$ cat config.mk
export PLATFORM = sky130hd
export DESIGN_NAME = count_mem_reader
export DESIGN_NICKNAME = d
export VERILOG_FILES = /design/src/rtl/count_mem_pkg.sv /design/src/rtl/count_mem_seq_check.sv /design/src/rtl/count_mem_reader.sv
export SDC_FILE = /design/constraint.sdc
export NUM_CORES = 1
export LEC_CHECK = 0
export CORE_MARGIN = 5
export CORE_UTILIZATION = 53
export DETAILED_ROUTE_END_ITERATION = 6
export PLACE_DENSITY = 0.84
export SLEW_MARGIN = 20
export SYNTH_ARGS = -nofsm -noshare
export SYNTH_HDL_FRONTEND = slang
export SYNTH_SLANG_ARGS = --single-unit
export TNS_END_PERCENT = 30
$ cat constraint.sdc
create_clock -name clk -period 2.7 [get_ports clk]
set_input_delay 0.405 -clock clk [delete_from_list [all_inputs] [get_ports clk]]
set_output_delay 0.405 -clock clk [all_outputs]
set_load 0.02 [all_outputs]
$ cat src/rtl/count_mem_pkg.sv
// Shared constants and types for the counter sample buffer reader.
// Provides default sizes, derived pointer/level widths and the checker state.
package count_mem_pkg;

    localparam int WIDTH_DEF = 8;
    localparam int DEPTH_DEF = 16;
    localparam int CNT_W_DEF = 16;
    localparam int PTR_W_DEF = $clog2(DEPTH_DEF);
    localparam int LVL_W_DEF = PTR_W_DEF + 1;

    typedef enum logic {
        SYNC  = 1'b0,
        TRACK = 1'b1
    } chk_state_t;

endpackage

$ cat src/rtl/count_mem_seq_check.sv
// Checks that popped samples form a +1 (mod 2^WIDTH) sequence.
// Also flags pops of the all-ones terminal count.
module count_mem_seq_check
    import count_mem_pkg::*;
#(
    parameter int WIDTH = WIDTH_DEF,
    parameter int CNT_W = CNT_W_DEF
) (
    input  logic             clk,
    input  logic             rst,
    input  logic             i_pop,
    input  logic [WIDTH-1:0] i_data,
    input  logic             i_overrun,
    output logic             o_seq_err,
    output logic [CNT_W-1:0] o_seq_err_cnt,
    output logic             o_wrap
);

    chk_state_t       r_state;
    chk_state_t       w_state_next;
    logic [WIDTH-1:0] r_prev;
    logic             w_err;
    logic             r_seq_err;
    logic [CNT_W-1:0] r_seq_err_cnt;
    logic             r_wrap;

    always_ff @(posedge clk or posedge rst) begin
        if (rst) begin
            r_state <= SYNC;
        end else begin
            r_state <= w_state_next;
        end
    end

    // A dropped sample breaks continuity, so an overrun forces resync.
    always_comb begin
        w_state_next = r_state;
        w_err        = 1'b0;
        if (i_overrun) begin
            w_state_next = SYNC;
        end else if (i_pop) begin
            case (r_state)
                SYNC:  w_state_next = TRACK;
                TRACK: w_err = (i_data != r_prev + WIDTH'(1));
            endcase
        end
    end

    always_ff @(posedge clk or posedge rst) begin
        if (rst) begin
            r_prev        <= '0;
            r_seq_err     <= 1'b0;
            r_seq_err_cnt <= '0;
            r_wrap        <= 1'b0;
        end else begin
            if (i_pop && !i_overrun) begin
                r_prev <= i_data;
            end
            r_seq_err <= w_err;
            if (w_err && (r_seq_err_cnt != '1)) begin
                r_seq_err_cnt <= r_seq_err_cnt + CNT_W'(1);
            end
            r_wrap <= i_pop && (i_data == '1);
        end
    end

    assign o_seq_err     = r_seq_err;
    assign o_seq_err_cnt = r_seq_err_cnt;
    assign o_wrap        = r_wrap;

endmodule

$ cat src/rtl/count_mem_reader.sv
// Circular sample buffer drained through a valid/ready stream.
// The writer never stalls; when full, the oldest sample is overwritten.
module count_mem_reader
    import count_mem_pkg::*;
#(
    parameter int WIDTH = WIDTH_DEF,
    parameter int DEPTH = DEPTH_DEF,
    parameter int CNT_W = CNT_W_DEF
) (
    input  logic                     clk,
    input  logic                     rst,
    input  logic                     wr_en,
    input  logic [WIDTH-1:0]         wr_data,
    output logic                     rd_valid,
    output logic [WIDTH-1:0]         rd_data,
    input  logic                     rd_ready,
    output logic [$clog2(DEPTH):0]   level,
    output logic                     overrun,
    output logic [CNT_W-1:0]         drop_cnt,
    output logic                     seq_err,
    output logic [CNT_W-1:0]         seq_err_cnt,
    output logic                     wrap
);

    localparam int PTR_W = $clog2(DEPTH);
    localparam int LVL_W = PTR_W + 1;

    logic [WIDTH-1:0] r_mem [DEPTH];
    logic [PTR_W-1:0] r_wr_ptr;
    logic [PTR_W-1:0] r_rd_ptr;
    logic [LVL_W-1:0] r_level;
    logic             r_overrun;
    logic [CNT_W-1:0] r_drop_cnt;

    logic             w_pop;
    logic             w_full;
    logic             w_overrun;

    assign rd_valid  = (r_level != '0);
    assign rd_data   = r_mem[r_rd_ptr];
    assign w_pop     = rd_valid && rd_ready;
    assign w_full    = (r_level == LVL_W'(DEPTH));
    // A simultaneous pop frees the slot, so only an unpaired push into a full buffer drops.
    assign w_overrun = wr_en && !w_pop && w_full;

    always_ff @(posedge clk) begin
        if (wr_en) begin
            r_mem[r_wr_ptr] <= wr_data;
        end
    end

    always_ff @(posedge clk or posedge rst) begin
        if (rst) begin
            r_wr_ptr   <= '0;
            r_rd_ptr   <= '0;
            r_level    <= '0;
            r_overrun  <= 1'b0;
            r_drop_cnt <= '0;
        end else begin
            if (wr_en) begin
                r_wr_ptr <= r_wr_ptr + PTR_W'(1);
            end
            if (w_pop || w_overrun) begin
                r_rd_ptr <= r_rd_ptr + PTR_W'(1);
            end
            if (wr_en && !w_pop && !w_full) begin
                r_level <= r_level + LVL_W'(1);
            end else if (!wr_en && w_pop) begin
                r_level <= r_level - LVL_W'(1);
            end
            r_overrun <= w_overrun;
            if (w_overrun && (r_drop_cnt != '1)) begin
                r_drop_cnt <= r_drop_cnt + CNT_W'(1);
            end
        end
    end

    assign level    = r_level;
    assign overrun  = r_overrun;
    assign drop_cnt = r_drop_cnt;

    count_mem_seq_check #(
        .WIDTH (WIDTH),
        .CNT_W (CNT_W)
    ) u_seq_check (
        .clk           (clk),
        .rst           (rst),
        .i_pop         (w_pop),
        .i_data        (rd_data),
        .i_overrun     (w_overrun),
        .o_seq_err     (seq_err),
        .o_seq_err_cnt (seq_err_cnt),
        .o_wrap        (wrap)
    );

endmodule

==> flow_summary_export.csv <==
group,metric,value,unit
status,outcome,"finished with violations",
status,violations,"negative setup slack",
clocking,cts_root_buf,"clkbuf_16",
timing,min_period_over_period,1.07,
synthesis,syn_inst,505,
synthesis,synthFlopType,"edfxtp_1",
timing,fin_crit,2.90,ns
grt,grt_pass1_vias,5115,
synthesis,ys_warn_count,0,
timing,slew_headroom,0.525,
synthesis,synth_edf_count,128,
setup_path,worstReg2RegStart,"r_rd_ptr[2]",
setup_path,required,2.30,ns
detailed_routing,drt_iter0_markers,427,
synthesis,syn-num-nets,529,
timing,worst_pin_slew,0.713,ns
clocking,cts.sinks,185,
setup_path,critical_path.max_fanout,12,
synthesis,syn-cell-area,8080,um^2
clocking,htree_num_levels,4,
synthesis,synth_simple_gate_area_frac,0.105,
detailed_routing,drtAntennaViolNets,0,
detailed_routing,vias,4911,
setup_path,cp-end-kind,"output port",
floorplanning,ios,61,
floorplanning,initial_core_util,0.535,
timing,setup_violations,22,
synthesis,muxShareOfSynthArea,0.118,
grt,grt_antenna_before_repair,0,
power,seqPwrFrac,0.338,
synthesis,yosys.area_share.adder,0.0195,
synthesis,yosysSeqAreaShare,0.653,
synthesis,async_flop_share,0.308,
timing,clock_skew,0.00862,ns
detailed_routing,drc_errors,0,
power,combinationalPowerShare,0.435,
grt,grt_pass1_wl,29.3,mm
place,place_inst,781,
power,total_power,11.2,mW
finish,final_area,10100,um^2
grt,grt_use_total,0.218,
power,p_int,7.45,mW
timing,rsz0062_at_grt,"true",
place,gp_congestion,0.813,
grt,gr-total-overflow,0,
place,port_buffers,60,
finish,num-nets-final,649,
power,p_switching,3.80,mW
clocking,cts_max_path_buffers,2,
clocking,numCtsBuffers,17,
power,p_leak,3.77,nW
place,place_hpwl,11.2,mm
finish,areaGrowthSynthToFinish,25.1,%
detailed_routing,wl,18.7,mm
finish,final_util,0.669,
setup_path,arrival,2.50,ns
finish,drive_above_1_share,0.285,
detailed_routing,dr.pass1.iters,7,
floorplanning,core_area,15100,um^2
grt,grt_max_degree,32,
clocking,cts_tree,"done",
timing,fmax,0.345,GHz
floorplanning,rows,45,
power,swShare,0.338,
floorplanning,die_w,133,um
place,dpl-instance-area,9170,um^2
synthesis,synth_compound_area_frac,0.0335,
power,ir_drop,0.550,mV
detailed_routing,via_per_inst,5.95,
clocking,clk_latency,0.43,ns
finish,antenna_cells,0,
timing,hold_slack,0.371,ns
clocking,path_clk_slew,0.07,ns
setup_path,worstSetupStartpointType,"register",
setup_path,critPathKind,"register to output port",
floorplanning,die-area,17800,um^2
worst_hold_path,hold_path_class,"primary input to async pin",
power,clockPowerShare,0.227,
floorplanning,dieHeight,133,um
timing,slew_viol_final,0,
finish,stdcell_count,826,
synthesis,synth_xor_area_frac,0.0528,
timing,final_hold_viol_count,0,
synthesis,ys_seq_elements,185,
detailed_routing,routedWlPerCell,22.7,um
synthesis,synthDistinctLibCells,56,
setup_path,startpoint,"r_rd_ptr[2]",
timing,worst_slack,-0.200,ns
synthesis,synth_top_family_by_area,"multiplexers",
power,power_density,1110,nW/um^2
job,maxCapViolCount,0,
synthesis,syn_avg_cell_area,16.0,um^2
## synthesized netlist by cell type, types with 5 or more instances
| cell type | count | area, um^2 |
|---|---|---|
| xor2_1 | 14 | 123 |
| nand3_2 | 10 | 100 |
| dfrtp_1 | 57 | 1430 |
| a21oi_1 | 6 | 30.0 |
| nand2_1 | 28 | 105 |
| mux4_1 | 8 | 210 |
| and2_1 | 21 | 131 |
| nor3_1 | 9 | 45.0 |
| mux4_2 | 22 | 495 |
| inv_1 | 10 | 37.5 |
| and3_1 | 5 | 31.3 |
| nand4_1 | 9 | 56.3 |
| xnor2_1 | 31 | 272 |
| mux2i_1 | 11 | 110 |
| o21ai_0 | 12 | 60.1 |
| ha_1 | 11 | 138 |
| mux2_2 | 11 | 124 |
| nor2_1 | 18 | 67.6 |
| edfxtp_1 | 128 | 3840 |
| nand3_1 | 17 | 85.1 |
## cell type report
type / count / area [um^2]
clock buffer: 23 / 500
clock inverter: 9 / 109
fill: 929 / 4990
inverter: 11 / 43.8
multi-input combinational: 295 / 2800
sequential: 185 / 5270
tap: 188 / 235
timing repair buffer: 115 / 1140
## placed cells by master (no fill, tap or decap), drive strengths merged, types with 2 or more instances in the layout
master         count
a21o               4
a21oi              6
a221oi             4
and2              21
and3               5
and4               3
and4b              2
buf               63
bufinv             2
clkbuf            23
clkdlybuf4s50     51
clkinv             3
dfrtp             57
edfxtp           128
ha                11
inv               14
mux2              12
mux2i             11
mux4              30
nand2             29
nand2b             3
nand3             27
nand4              9
nand4b             2
nor2              18
nor2b              3
nor3              10
nor3b              2
nor4               2
o21a               2
o21ai             15
o221a              2
o31ai              2
or2                3
or3                2
xnor2             33
xor2              14
## cells by family after synthesis
group / after synthesis
AOI/OAI and AO/OA: 39
muxes: 53
adders and majority gates: 12
xor gates and xnor gates: 47
buffers and inverters: 25
and+or+nand+nor: 144
DFF: 185
## through the flow
stage / setup slack, ns / setup TNS [ns]
2_1_floorplan: -0.188 / -1.01
5_1_grt: -0.284 / -5.08
4_1_cts: -0.213 / -2.53
6_report: -0.200 / -2.67
3_3_place_gp: -0.127 / -1.55
3_5_place_dp: -0.219 / -3.31
## flip-flops by register name (all words and copies together), names as in the netlist
register	cells
level	5
drop_cnt	16
u_seq_check.r_state	1
r_mem	128
overrun	1
r_rd_ptr	4
u_seq_check.o_seq_err	1
u_seq_check.r_prev	8
u_seq_check.o_seq_err_cnt	16
u_seq_check.o_wrap	1
r_wr_ptr	4
## path summary, 6_finish.rpt
| check | end | slack, ns | depth (start not counted) |
|---|---|---|---|
| setup reg to reg | u_seq_check.o_seq_err_cnt[1] | -0.20 | 9 |
| min in group clk | u_seq_check.o_seq_err_cnt[6] | 0.50 | 1 |
| max in group asynchronous | r_rd_ptr[2] | 1.73 | 3 |
| hold / removal | drop_cnt[7] | 0.37 | 2 |
| hold reg to reg | u_seq_check.o_seq_err_cnt[6] | 0.50 | 1 |
| setup / recovery | rd_data[3] | -0.20 | 6 |
## layer usage
layer | GRT usage | part of all wire | up-vias
li1 | - | - | 2164
met1 | 0.287 | 0.39 | 2502
met2 | 0.368 | 0.52 | 205
met3 | 0.0385 | 0.057 | 40
met4 | 0.0783 | 0.025 | 0
met5 | 0 | 0 | -
## critical path, stage by stage (launching register included)
cell and delay, ns:
dfrtp_2 0.44, buf_12 0.18, mux4_2 0.51, mux4_2 0.54
buf_4 0.17, buf_6 0.11, buf_6 0.12
## power groups by stage
stage	registers, mW	clock network (mW)	logic (mW)
2_1_floorplan	3.87	0	2.54
3_3_place_gp	3.79	0	3.99
3_5_place_dp	3.81	0	4.11
4_1_cts	3.77	2.55	4.57
5_1_grt	3.83	2.69	5.24
6_report	3.79	2.55	4.89
## repair_timing
| action | 4_1_cts | 5_1_grt |
|---|---|---|
| endpoints found under the setup margin | 25 | 30 |
| pin swaps | 8 | 3 |
| buffers inserted | 12 | 1 |
| cloned | 0 | 0 |
| hold buffers | 0 | 0 |
| resized for setup | 74 | 30 |
(Power assumes the default switching activity.)
==> variant, RTL diff (same flow settings) <==
`DEPTH_DEF`: 16 -> 8.
--- a/src/rtl/count_mem_pkg.sv
+++ b/src/rtl/count_mem_pkg.sv
@@ -5,3 +5,3 @@
     localparam int WIDTH_DEF = 8;
-    localparam int DEPTH_DEF = 16;
+    localparam int DEPTH_DEF = 8;
     localparam int CNT_W_DEF = 16;
Interface: changed (resized level); port bits go from 61 to 60. The function was not compared with the original's and may differ.
==> variant against the unedited design <==
  * Total power is 29% lower
  * Count of clock-buffer cells in the layout shrank 3
  * Via count decreased by 28%
  * The flow still finishes with violations (negative setup slack)
  * Setup slack gained 150 ps
  * Sequential cell count is 67 lower
  * Final area decreased by 31%
  * Die area is 32% lower
  * Sequential share of layout area decreased by 4.9 points
  * Wire length is 34% lower
  * Global-route usage down 0.11 points
  * Synthesized area is 35% lower
  * Sequential power shrank 31%
==> variant: results (changes against the unedited design) <==
Route
The number of design-rule violations left by the first detailed-router iteration is 301 (-30%). The routed wirelength normalized by instance count is 19.3 um (-15%). The detailed-router iteration count before antenna repair was 5 (-2). The routed via count divided by cell count is 5.56 (-6.5%).

Yosys
The fraction of synthesis flops using an asynchronous set or reset pin is 45.8% (+15 points). The portion of netlist area occupied by mux cells was 9.23% (-2.5 points). The count of cell types in the netlist is 47 (-16%). The post-synthesis sequential area ratio is 62.1% (-3.2 points). The commonest cells after synthesis are 64 x sky130_fd_sc_hd__edfxtp_1, 54 x sky130_fd_sc_hd__dfrtp_1, 35 x sky130_fd_sc_hd__nand2_1. The synthesized netlist net count came to 409 (-23%).

Sorting the synthesized cells by area gives the leading types as sky130_fd_sc_hd__edfxtp_1 36%, sky130_fd_sc_hd__dfrtp_1 26%, sky130_fd_sc_hd__xnor2_1 4.7%. The mean area per synthesized cell is 13.6 sq um (-15%). The complex-gate fraction of the synthesized area was 3.87% (+0.52 points).

Global routing
The number of global-route vias before repair came to 3729 (-27%). The overall global routing resource usage came to 21.7% (-0.11 points). The global-route wire length before repair is 19200 um (-34%).

The largest net degree at the start of global routing is 31 (-3.1%).

Pwr
The sequential group power was 2.60 mW (-31%). The power in combinational cells was 2.95 mW (-40%).

Placement
The number of placed instances with taps included is 598 (-23%). The total placed instance area was 6170 sq um (-33%). The pre-CTS setup slack is -57.5 ps (+162 ps). The number of port buffers is 59 (-1.7%).

Status
The checks that failed: negative setup slack. The run finished, with violations left.

Timing
The final setup violation count came to 2 (-91%). The accumulated negative setup slack is -47.3 ps (+2620 ps). The final hold slack is 84.9 ps (-286 ps). The relative max-transition margin came to 70.3% (+18 points).

The final clock skew came to 10.2 ps (+1.56 ps). The worst path setup slack after routing is -46.1 ps (+154 ps).

Final layout
The final standard cell count with taps included and fillers excluded is 639 (-23%). The total of fill cells in the finished design is 598 (-36%). The share of post-route cells with drive strength above 1 is 20.4% (-8.2 points). The number of nets at the end of the flow is 513 (-21%).

Clocking
The tree is rooted in a sky130_fd_sc_hd__clkbuf_8. The clock latency at the later pin of the worst-skew pair is 520 ps (+90 ps).

Worst setup path
The worst reg2reg path endpoint is u_seq_check.o_seq_err_cnt[13]. The critical path arrival came to 3180 ps (+680 ps).
==> variant: cell types whose count changed in the layout (fill, tap and decap cells not counted), moves of 8 or more <==
cell	change
sky130_fd_sc_hd__edfxtp_1	-64
sky130_fd_sc_hd__mux2i_1	+8
sky130_fd_sc_hd__and2_1	-18
sky130_fd_sc_hd__mux4_2	-21
sky130_fd_sc_hd__buf_6	-8
sky130_fd_sc_hd__and3_1	+11
==> variant: metal layers <==
layer  vias up  global-route usage [%]  wire length, um  part of all wire [%]
li1       1627                       -                -                     -
met1      1779                    27.1             5050                    41
met2       123                    35.5             6490                    53
met3        22                    5.87              577                   4.7
met4         0                    9.62              222                   1.8
met5         -                       0                0                     0
==> variant: worst max path at each step <==
stage,cells after the start,slack (ps),end,startpoint
2_1_floorplan,9,110,u_seq_check.o_seq_err_cnt[1],r_rd_ptr[1]
3_3_place_gp,8,20,u_seq_check.o_seq_err_cnt[1],r_rd_ptr[1]
3_5_place_dp,8,-60,u_seq_check.o_seq_err_cnt[1],r_rd_ptr[1]
4_1_cts,6,-150,rd_data[3],r_rd_ptr[1]
5_1_grt,10,-110,u_seq_check.o_seq_err_cnt[13],r_rd_ptr[1]
6_report,10,-50,u_seq_check.o_seq_err_cnt[13],r_rd_ptr[1]
==> variant: repair_timing <==
| item | 4_1_cts | 5_1_grt |
|---|---|---|
| cloned | 0 | 1 |
| hold buffers | 0 | 0 |
| setup buffers | 3 | 6 |
| pin swaps | 1 | 6 |
| gates resized for setup | 24 | 14 |
| setup endpoints to repair | 18 | 23 |
==> variant: cell type report <==
cell class	instances	area, sq um	area share, %
timing repair buffer	96	867	12.5
multi-input combinational	245	1940	27.9
sequential	118	3270	47.3
clock inverter	12	200	2.89
tap	133	166	2.40
clock buffer	20	425	6.14
inverter	15	56.3	0.813
